--- config.mk ---
export PLATFORM = sky130hd
export DESIGN_NAME = ifu_fetch
export DESIGN_NICKNAME = d
export VERILOG_FILES = /design/src/rtl/ifu_fetch.sv
export SDC_FILE = /design/constraint.sdc
export NUM_CORES = 1
export LEC_CHECK = 0
export ABC_CLOCK_PERIOD_IN_PS = 2700
export BUFFER_PORTS_ARGS = -buffer_cell sky130_fd_sc_hd__buf_2
export CAP_MARGIN = 30
export CORE_MARGIN = 3
export CORE_UTILIZATION = 45
export CTS_BUF_LIST = sky130_fd_sc_hd__clkbuf_8
export CTS_CLUSTER_SIZE = 30
export DETAILED_ROUTE_END_ITERATION = 10
export PLACE_DENSITY = 0.74
export SYNTH_ARGS = -nofsm -noshare
export SYNTH_HDL_FRONTEND = slang
export SYNTH_SLANG_ARGS = --single-unit
--- constraint.sdc ---
create_clock -name clk -period 2.7 [get_ports clk]
set_clock_uncertainty 0.15 [all_clocks]
set_input_delay 0.405 -clock clk [delete_from_list [all_inputs] [get_ports clk]]
set_output_delay 0.405 -clock clk [all_outputs]
set_load 0.005 [all_outputs]
--- src/rtl/ifu_fetch.sv ---
// ifu_fetch: instruction fetch unit for the npc core.
// Holds the PC, issues one word fetch at a time over a req/rsp handshake,
// and presents each fetched instruction with its PC to the decoder.
// Execute redirects the PC at any time after BOOT. A response belonging to a
// fetch that was overtaken by a redirect is swallowed in DRAIN.
// Optional build macro: IFU_ALIGN_CHECK_EN adds a sticky fetch_misalign output
// that blocks requests to non word-aligned PCs until reset or an aligned redirect.

module ifu_fetch #(
    parameter int unsigned          XLEN     = 64,
    parameter logic [XLEN-1:0]      RESET_PC = XLEN'(64'h8000_0000)
) (
    input  logic            clk,
    input  logic            rst,
    output logic            imem_req_valid,
    output logic [XLEN-1:0] imem_req_addr,
    input  logic            imem_req_ready,
    input  logic            imem_rsp_valid,
    input  logic [31:0]     imem_rsp_data,
    output logic            inst_valid,
    output logic [31:0]     inst,
    output logic [XLEN-1:0] inst_pc,
    input  logic            inst_ready,
    input  logic            redirect_valid,
    input  logic [XLEN-1:0] redirect_pc
`ifdef IFU_ALIGN_CHECK_EN
    ,
    output logic            fetch_misalign
`endif
);

    typedef enum logic [2:0] {
        S_BOOT,
        S_REQ,
        S_WAIT,
        S_HOLD,
        S_DRAIN
    } state_e;

    state_e          state_q, state_d;
    logic [XLEN-1:0] pc_q, pc_d;
    logic [XLEN-1:0] inst_pc_q, inst_pc_d;
    logic [31:0]     inst_q, inst_d;
    logic            req_valid_q, inst_valid_q;
    logic            misalign_q, misalign_d;
    logic            req_fire;
    logic            redirect_take;

    // A request is only handed over while it is actually being presented.
    assign req_fire      = req_valid_q & imem_req_ready;
    // Redirects are meaningless before the first fetch, so BOOT ignores them.
    assign redirect_take = redirect_valid & (state_q != S_BOOT);

    // Next-state logic: redirect outranks every other event in each state.
    always_comb begin
        // NOTE: every target gets a default first so no path leaves it unassigned
        // (which would infer a latch).
        state_d   = state_q;
        pc_d      = pc_q;
        inst_d    = inst_q;
        inst_pc_d = inst_pc_q;
        case (state_q)
            S_BOOT: state_d = S_REQ;
            S_REQ: begin
                if (redirect_take) begin
                    pc_d    = redirect_pc;
                    // If the old address was taken this cycle its response is stale.
                    state_d = req_fire ? S_DRAIN : S_REQ;
                end else if (req_fire) begin
                    state_d = S_WAIT;
                end
            end
            S_WAIT: begin
                if (redirect_take) begin
                    pc_d    = redirect_pc;
                    state_d = imem_rsp_valid ? S_REQ : S_DRAIN;
                end else if (imem_rsp_valid) begin
                    inst_d    = imem_rsp_data;
                    inst_pc_d = pc_q;
                    state_d   = S_HOLD;
                end
            end
            S_HOLD: begin
                if (redirect_take) begin
                    pc_d    = redirect_pc;
                    state_d = S_REQ;
                end else if (inst_ready) begin
                    pc_d    = pc_q + XLEN'(4);
                    state_d = S_REQ;
                end
            end
            S_DRAIN: begin
                if (redirect_take) begin
                    pc_d = redirect_pc;
                end
                if (imem_rsp_valid) begin
                    state_d = S_REQ;
                end
            end
            default: state_d = S_BOOT;
        endcase
    end

`ifdef IFU_ALIGN_CHECK_EN
    // Sticky misalignment flag: raised whenever REQ would present a misaligned
    // PC, dropped only by an aligned redirect (or reset).
    always_comb begin
        misalign_d = misalign_q;
        if (redirect_take && (redirect_pc[1:0] == 2'b00)) begin
            misalign_d = 1'b0;
        end
        if ((state_d == S_REQ) && (pc_d[1:0] != 2'b00)) begin
            misalign_d = 1'b1;
        end
    end

    assign fetch_misalign = misalign_q;
`else
    assign misalign_d = 1'b0;
`endif

    // State, PC and instruction registers plus registered handshake outputs.
    always_ff @(posedge clk) begin
        if (rst) begin
            state_q      <= S_BOOT;
            pc_q         <= RESET_PC;
            inst_q       <= '0;
            inst_pc_q    <= '0;
            req_valid_q  <= 1'b0;
            inst_valid_q <= 1'b0;
            misalign_q   <= 1'b0;
        end else begin
            // NOTE: non-blocking assignments so every register samples the
            // pre-edge values computed above, independent of statement order.
            state_q      <= state_d;
            pc_q         <= pc_d;
            inst_q       <= inst_d;
            inst_pc_q    <= inst_pc_d;
            req_valid_q  <= (state_d == S_REQ) && !misalign_d;
            inst_valid_q <= (state_d == S_HOLD);
            misalign_q   <= misalign_d;
        end
    end

    assign imem_req_valid = req_valid_q;
    assign imem_req_addr  = pc_q;
    assign inst_valid     = inst_valid_q;
    assign inst           = inst_q;
    assign inst_pc        = inst_pc_q;

endmodule

==> reports/qor.csv, run 1 <==
metric;value;unit
final_nets;1348;
synth_seq_cells;165;
rows;46;
synth.cell_area;7600;µm²
drt_wl_total;25.5;mm
worst-path-max-fanout;8;
routed_via_density;5.70;
worst_hold_path.endpoint;inst[5];
seq_area_frac_synth;43.5;%
vdd_drop_max;320;µV
synth_top_family_by_area;simple AND/OR/NAND/NOR gates;
synthMostInstantiatedCell;nand2_1;
timing.final.crit_share;95.6;%
setup_viol;0;
firstDrtPassIters;8;
cts_buffers;17;
tightest_slew;0.717;ns
hold_path_depth;3;
grt_max_degree;97;
min_path_type;in -> reg;
io_buffers;263;
regToRegSetupSlack;0.12;ns
r2r_end;imem_req_addr[35];
cts-root-buf;clkbuf_8;
yosys.area_share.adder;0.313;%
syn2layout_area_growth;28.1;%
n_antenna_cell;0;
cts_resized;0;
async_reset_ff_share;0;%
synth_mux_area_share;0.543;%
postCtsSetupRepairBufs;0;
syn-mean-instance-area;7.65;µm²
synth_top_area_share;43.5;%
hp-start;imem_rsp_data[5];
synth_edf_count;0;
worst_slack;0.120;ns
drt_iter0_markers;645;
vias;8380;
cp.required;2.94;ns
start_util;46.8;%
yosys.area_share.simple;28.0;%
clk_latency;0.46;ns
globalplace.congestion;0.886;
synth_xor_area_share;0.115;%
fin_area;9730;µm²
p_per_area;518;nW/µm²
grt_pass1_vias;7663;
die_w;136;µm
die_y;136;µm
critPathArrivalTime;2.82;ns
ant_nets;0;
leakagePower;0.00399;µW
holdBufCountCts;3;
synth.distinct_cells;62;
antenna_found_initial;3;
synth-compound-area-share;23.0;%
yosys-top-cells-area;dfxtp_1 43%, nand2_1 13%, a21oi_1 8.5%;
io_pins;264;
rsz0062_at_grt;false;
timing.rr.start;imem_req_addr[6];
dpl.hpwl;18.0;mm
endpoint_kind;flop;
coreArea;16200;µm²
clock_sinks;165;
dpl-instance-area;9320;µm²
reg2reg_depth;6;
hold_viol;0;
htreeDepth;4;
track_usage;26.4;%
period_needed;2.58;ns
syn_inst;993;
routedWlPerCell;17.3;µm
clockBufferDepth;2;
drive_above_1_share;28.1;%
slew-limit-headroom;51.8;%
criticalPathCategory;reg -> reg;
synth_commonest_cells;259 x nand2_1, 165 x dfxtp_1, 129 x a21oi_1;
clk_pin_slew;0.08;ns
fmax;388;MHz
slew_viol_final;0;
setup-tns-final;0;ns
yosys_warnings;0;
gr-total-overflow;0;
start_kind;flop;
synth_nets;1096;
cts_tree;done;
die-area;18500;µm²
outcome;finished, final reports clean;
synth_top_area_cell;dfxtp_1;
maxCapViolations;0;
dp_slack;0.242;ns
drc_errors;0;
final_util;60.0;%
grt_pass1_wl;39.1;mm
synthFlopType;dfxtp_1;
-- flip-flops by register name (all words and copies together), names as in the netlist --
signal,flops
imem_req_addr,64
inst_pc,64
inst,32
state_q,3
imem_req_valid,1
inst_valid,1
-- per-layer routing --
| metal | vias to the layer above | share of wire (%) | global-route usage, % |
|---|---|---|---|
| met3 | 47 | 8.9 | 6.92 |
| li1 | 4051 | - | - |
| met4 | 6 | 2.0 | 8.17 |
| met5 | - | 0.14 | 0 |
| met1 | 3904 | 42 | 34.2 |
| met2 | 372 | 47 | 43.1 |
-- cells by family after synthesis --
kind of cell | Yosys count
and+or+nand+nor | 456
AOI/OAI and AO/OA | 280
DFF | 165
buffers and inverters | 85
muxes | 4
adders and majority gates | 2
xor gates and xnor gates | 1
-- report_power, final --
group	internal (µW)	switching, µW
sequential	2500	114
combinational	266	339
clock	914	908
total	3680	1360
-- placed cells by master, fill, tap and decap left out, drive strengths merged, types with 16 or more instances in the layout --
master  netlist  layout
dfxtp       165     165
nand2       260     260
o211ai       16      16
a22oi        24      24
nor3         23      23
nor2         41      41
buf          22     306
and3         18      18
nand4        18      18
a21oi       130     130
clkbuf       54      18
o21ai        31      31
nand3        44      44
-- stage by stage --
stage | cells | power, µW | hold WS [ns]
floorplan | 993 | 2960 | 0.303
global placement | 1439 | 3260 | 0.289
detailed placement | 1439 | 3260 | 0.293
CTS | 1471 | 5080 | 0.000861
global route | 1471 | 5230 | 0.00389
finish | 1471 | 5040 | 0.0257
-- final cells by class --
cell class / instances / area [µm²]
Sequential cell: 165 / 3300
Clock inverter: 11 / 139
Timing Repair Buffer: 309 / 1760
Fill cell: 1519 / 6500
Multi-Input combinational cell: 743 / 3980
Inverter: 9 / 33.8
Tap cell: 216 / 270
Clock buffer: 18 / 248
-- how the worst max path moves through the flow --
stage | cells past startpoint | slack (ns) | start | endpoint
3_5_place_dp | 8 | 0.24 | imem_req_addr[2] | imem_req_addr[48]
6_report | 6 | 0.12 | imem_req_addr[6] | imem_req_addr[35]
5_1_grt | 6 | 0.05 | imem_req_addr[15] | imem_req_addr[60]
4_1_cts | 8 | 0.23 | imem_req_addr[2] | imem_req_addr[48]
3_3_place_gp | 7 | 0.29 | imem_req_addr[2] | imem_req_addr[62]
2_1_floorplan | 8 | 0.40 | imem_req_addr[2] | imem_req_addr[62]
-- critical path, stage by stage (launching register included) --
cell	delay (ns)
dfxtp_1	0.47
and4_1	0.32
nand4_1	0.25
nor4_1	0.67
nand3_1	0.17
or3_1	0.33
a31oi_1	0.15
Power figures use the tool's default switching activity.
==> run 2: changes to the inputs <==
- BUFFER_PORTS_ARGS: -buffer_cell sky130_fd_sc_hd__buf_2 -> not set
- DONT_BUFFER_PORTS: not set -> 1
- HOLD_SLACK_MARGIN: not set -> 0.12
- PLACE_DENSITY: 0.74 -> 0.61
==> run 2 against run 1 <==
  * Register-to-register slack improved by 0.03 ns
  * Worst setup slack improved by 0.027 ns
  * Sequential share of layout area increased by 0.095 points
  * Routed wire length increased by 3.6%
  * Maximum frequency increased by 1.1%
  * Critical path depth increased by 1
  * Cell count decreased by 7.9%
  * Via count decreased by 5.5%
  * Highest routed layer is now met4
==> reports/qor.csv, run 2 (synthesis results as in run 1) <==
metric;value;unit
outcome;finished, final reports clean;
routed_via_density;5.85;
timing.final.crit_share;94.6;%
reg2reg_depth;7;
endpoint_kind;flop;
period_needed;2.55;ns
clock_sinks;165;
slew_viol_final;0;
grt_pass1_vias;7469;
htreeDepth;4;
io_pins;264;
drt_iter0_markers;592;
grt_max_degree;118;
multi_input_area;4000;µm²
firstDrtPassIters;5;
syn2layout_area_growth;27.9;%
mostFrequentLayoutCells;259 x nand2_1, 162 x dfxtp_1, 129 x a21oi_1, 121 x dlygate4sd3_1, 62 x buf_4;
cts-root-buf;clkbuf_8;
critPathArrivalTime;2.81;ns
clockBufferDepth;2;
setup_viol;0;
cts_buffers;17;
timing.rr.start;state_q[1];
routedWlPerCell;19.5;µm
die-area;18500;µm²
drt_wl_total;26.4;mm
postCtsSetupRepairBufs;0;
track_usage;27.9;%
clk_pin_slew;0.09;ns
antenna_found_initial;3;
hold_ws;0.180;ns
path_buf_inv;2;
grt_pass1_wl;40.7;mm
start_kind;flop;
io_buffers;0;
drc_errors;0;
cp.required;2.96;ns
worst-path-max-fanout;13;
hold_path_depth;4;
criticalPathCategory;reg -> reg;
maxCapViolations;0;
drive_above_1_share;10.7;%
regToRegSetupSlack;0.15;ns
power.total;4860;µW
num-fill-cells;1508;
layout.area.seq;3310;µm²
hold_viol;0;
vdd_drop_max;291;µV
path_cells;a21oi_1 -> nor3_4 -> nor3_4 -> buf_4 -> o21ai_0 -> a21oi_1 -> dlygate4sd3_1;
cp_top_family;buffers and inverters;
start_util;46.8;%
globalplace.congestion;0.871;
final_nets;1226;
tightest_slew;0.610;ns
setup-tns-final;0;ns
vias;7922;
dpl.hpwl;17.7;mm
gr-total-overflow;0;
r2r_end;imem_req_addr[18];
die_w;136;µm
hp-start;inst_ready;
worst_hold_path.endpoint;inst_valid;
ant_nets;0;
coreArea;16200;µm²
mostFrequentLayoutCell;nand2_1;
rsz0062_at_grt;false;
p_per_area;500;nW/µm²
fmax;392;MHz
cp_slowest_cell;dlygate4sd3_1;
die_y;136;µm
clk_latency;0.46;ns
leakagePower;0.00338;µW
min_path_type;in -> reg;
cts_tree;done;
rows;46;
cpPeakStageDelay;0.55;ns
slew-limit-headroom;59.2;%
[run 2: cell count changes in the layout (fill, tap and decap cells not counted), moves of 5 or more]
cell | previous run | this run
buf_12 | 7 | 2
buf_4 | 37 | 62
buf_2 | 262 | 0
dlygate4sd3_1 | 3 | 121
[run 2: per-layer routing]
| metal | global-route usage [%] | share of wire, % | vias up |
|---|---|---|---|
| met1 | 35.8 | 42 | 3710 |
| li1 | - | - | 3819 |
| met4 | 8.45 | 2.0 | 0 |
| met3 | 9.25 | 9.5 | 43 |
| met2 | 44.7 | 46 | 350 |
| met5 | 0 | 0 | - |
[run 2: cell type report]
| type | instances | share of cell area [%] |
|---|---|---|
| well taps | 216 | 2.78 |
| flip-flops and latches | 165 | 34.0 |
| repair buffers | 187 | 18.1 |
| multi-input cells | 743 | 41.1 |
| clock inverters | 14 | 1.07 |
| clock buffers | 18 | 2.55 |
| diodes | 3 | 0.0772 |
| inverters | 9 | 0.347 |
[run 2: worst min-delay path, delay by kind of cell]
family          cells  cell delay [ns]
compound gates      1             0.12
simple gates        3             0.22
[run 2: power breakdown]
group,internal [µW],switching [µW],total [µW]
sequential,2500,99.4,2600
combinational,278,340,618
clock,668,970,1640
total,3450,1410,4860
[run 2: worst max path at each step]
| stage | startpoint | to | cells past startpoint |
|---|---|---|---|
| after floorplan | imem_req_addr[2] | imem_req_addr[62] | 8 |
| after global placement | imem_req_addr[18] | imem_req_addr[62] | 6 |
| after detailed placement | imem_req_addr[40] | imem_req_addr[57] | 6 |
| after CTS | state_q[0] | imem_req_addr[16] | 8 |
| after global routing | state_q[1] | imem_req_addr[18] | 7 |
| final | state_q[1] | imem_req_addr[18] | 7 |
[run 2: per-stage QoR]
stage	worst slack, ns	cells	util, %	area, µm²
floorplan	0.401	993	-	7600
global placement	0.299	1198	49.9	8100
detailed placement	0.291	1198	49.9	8100
CTS	0.0120	1352	59.7	9690
global route	0.0245	1355	59.9	9720
finish	0.147	1355	59.9	9720
[run 2: what timing repair did]
| item | CTS | global route |
|---|---|---|
| hold buffers | 122 | 0 |
| resized for setup | 0 | 8 |
| endpoints found under the setup margin | 0 | 27 |
| hold endpoints to repair | 165 | 0 |
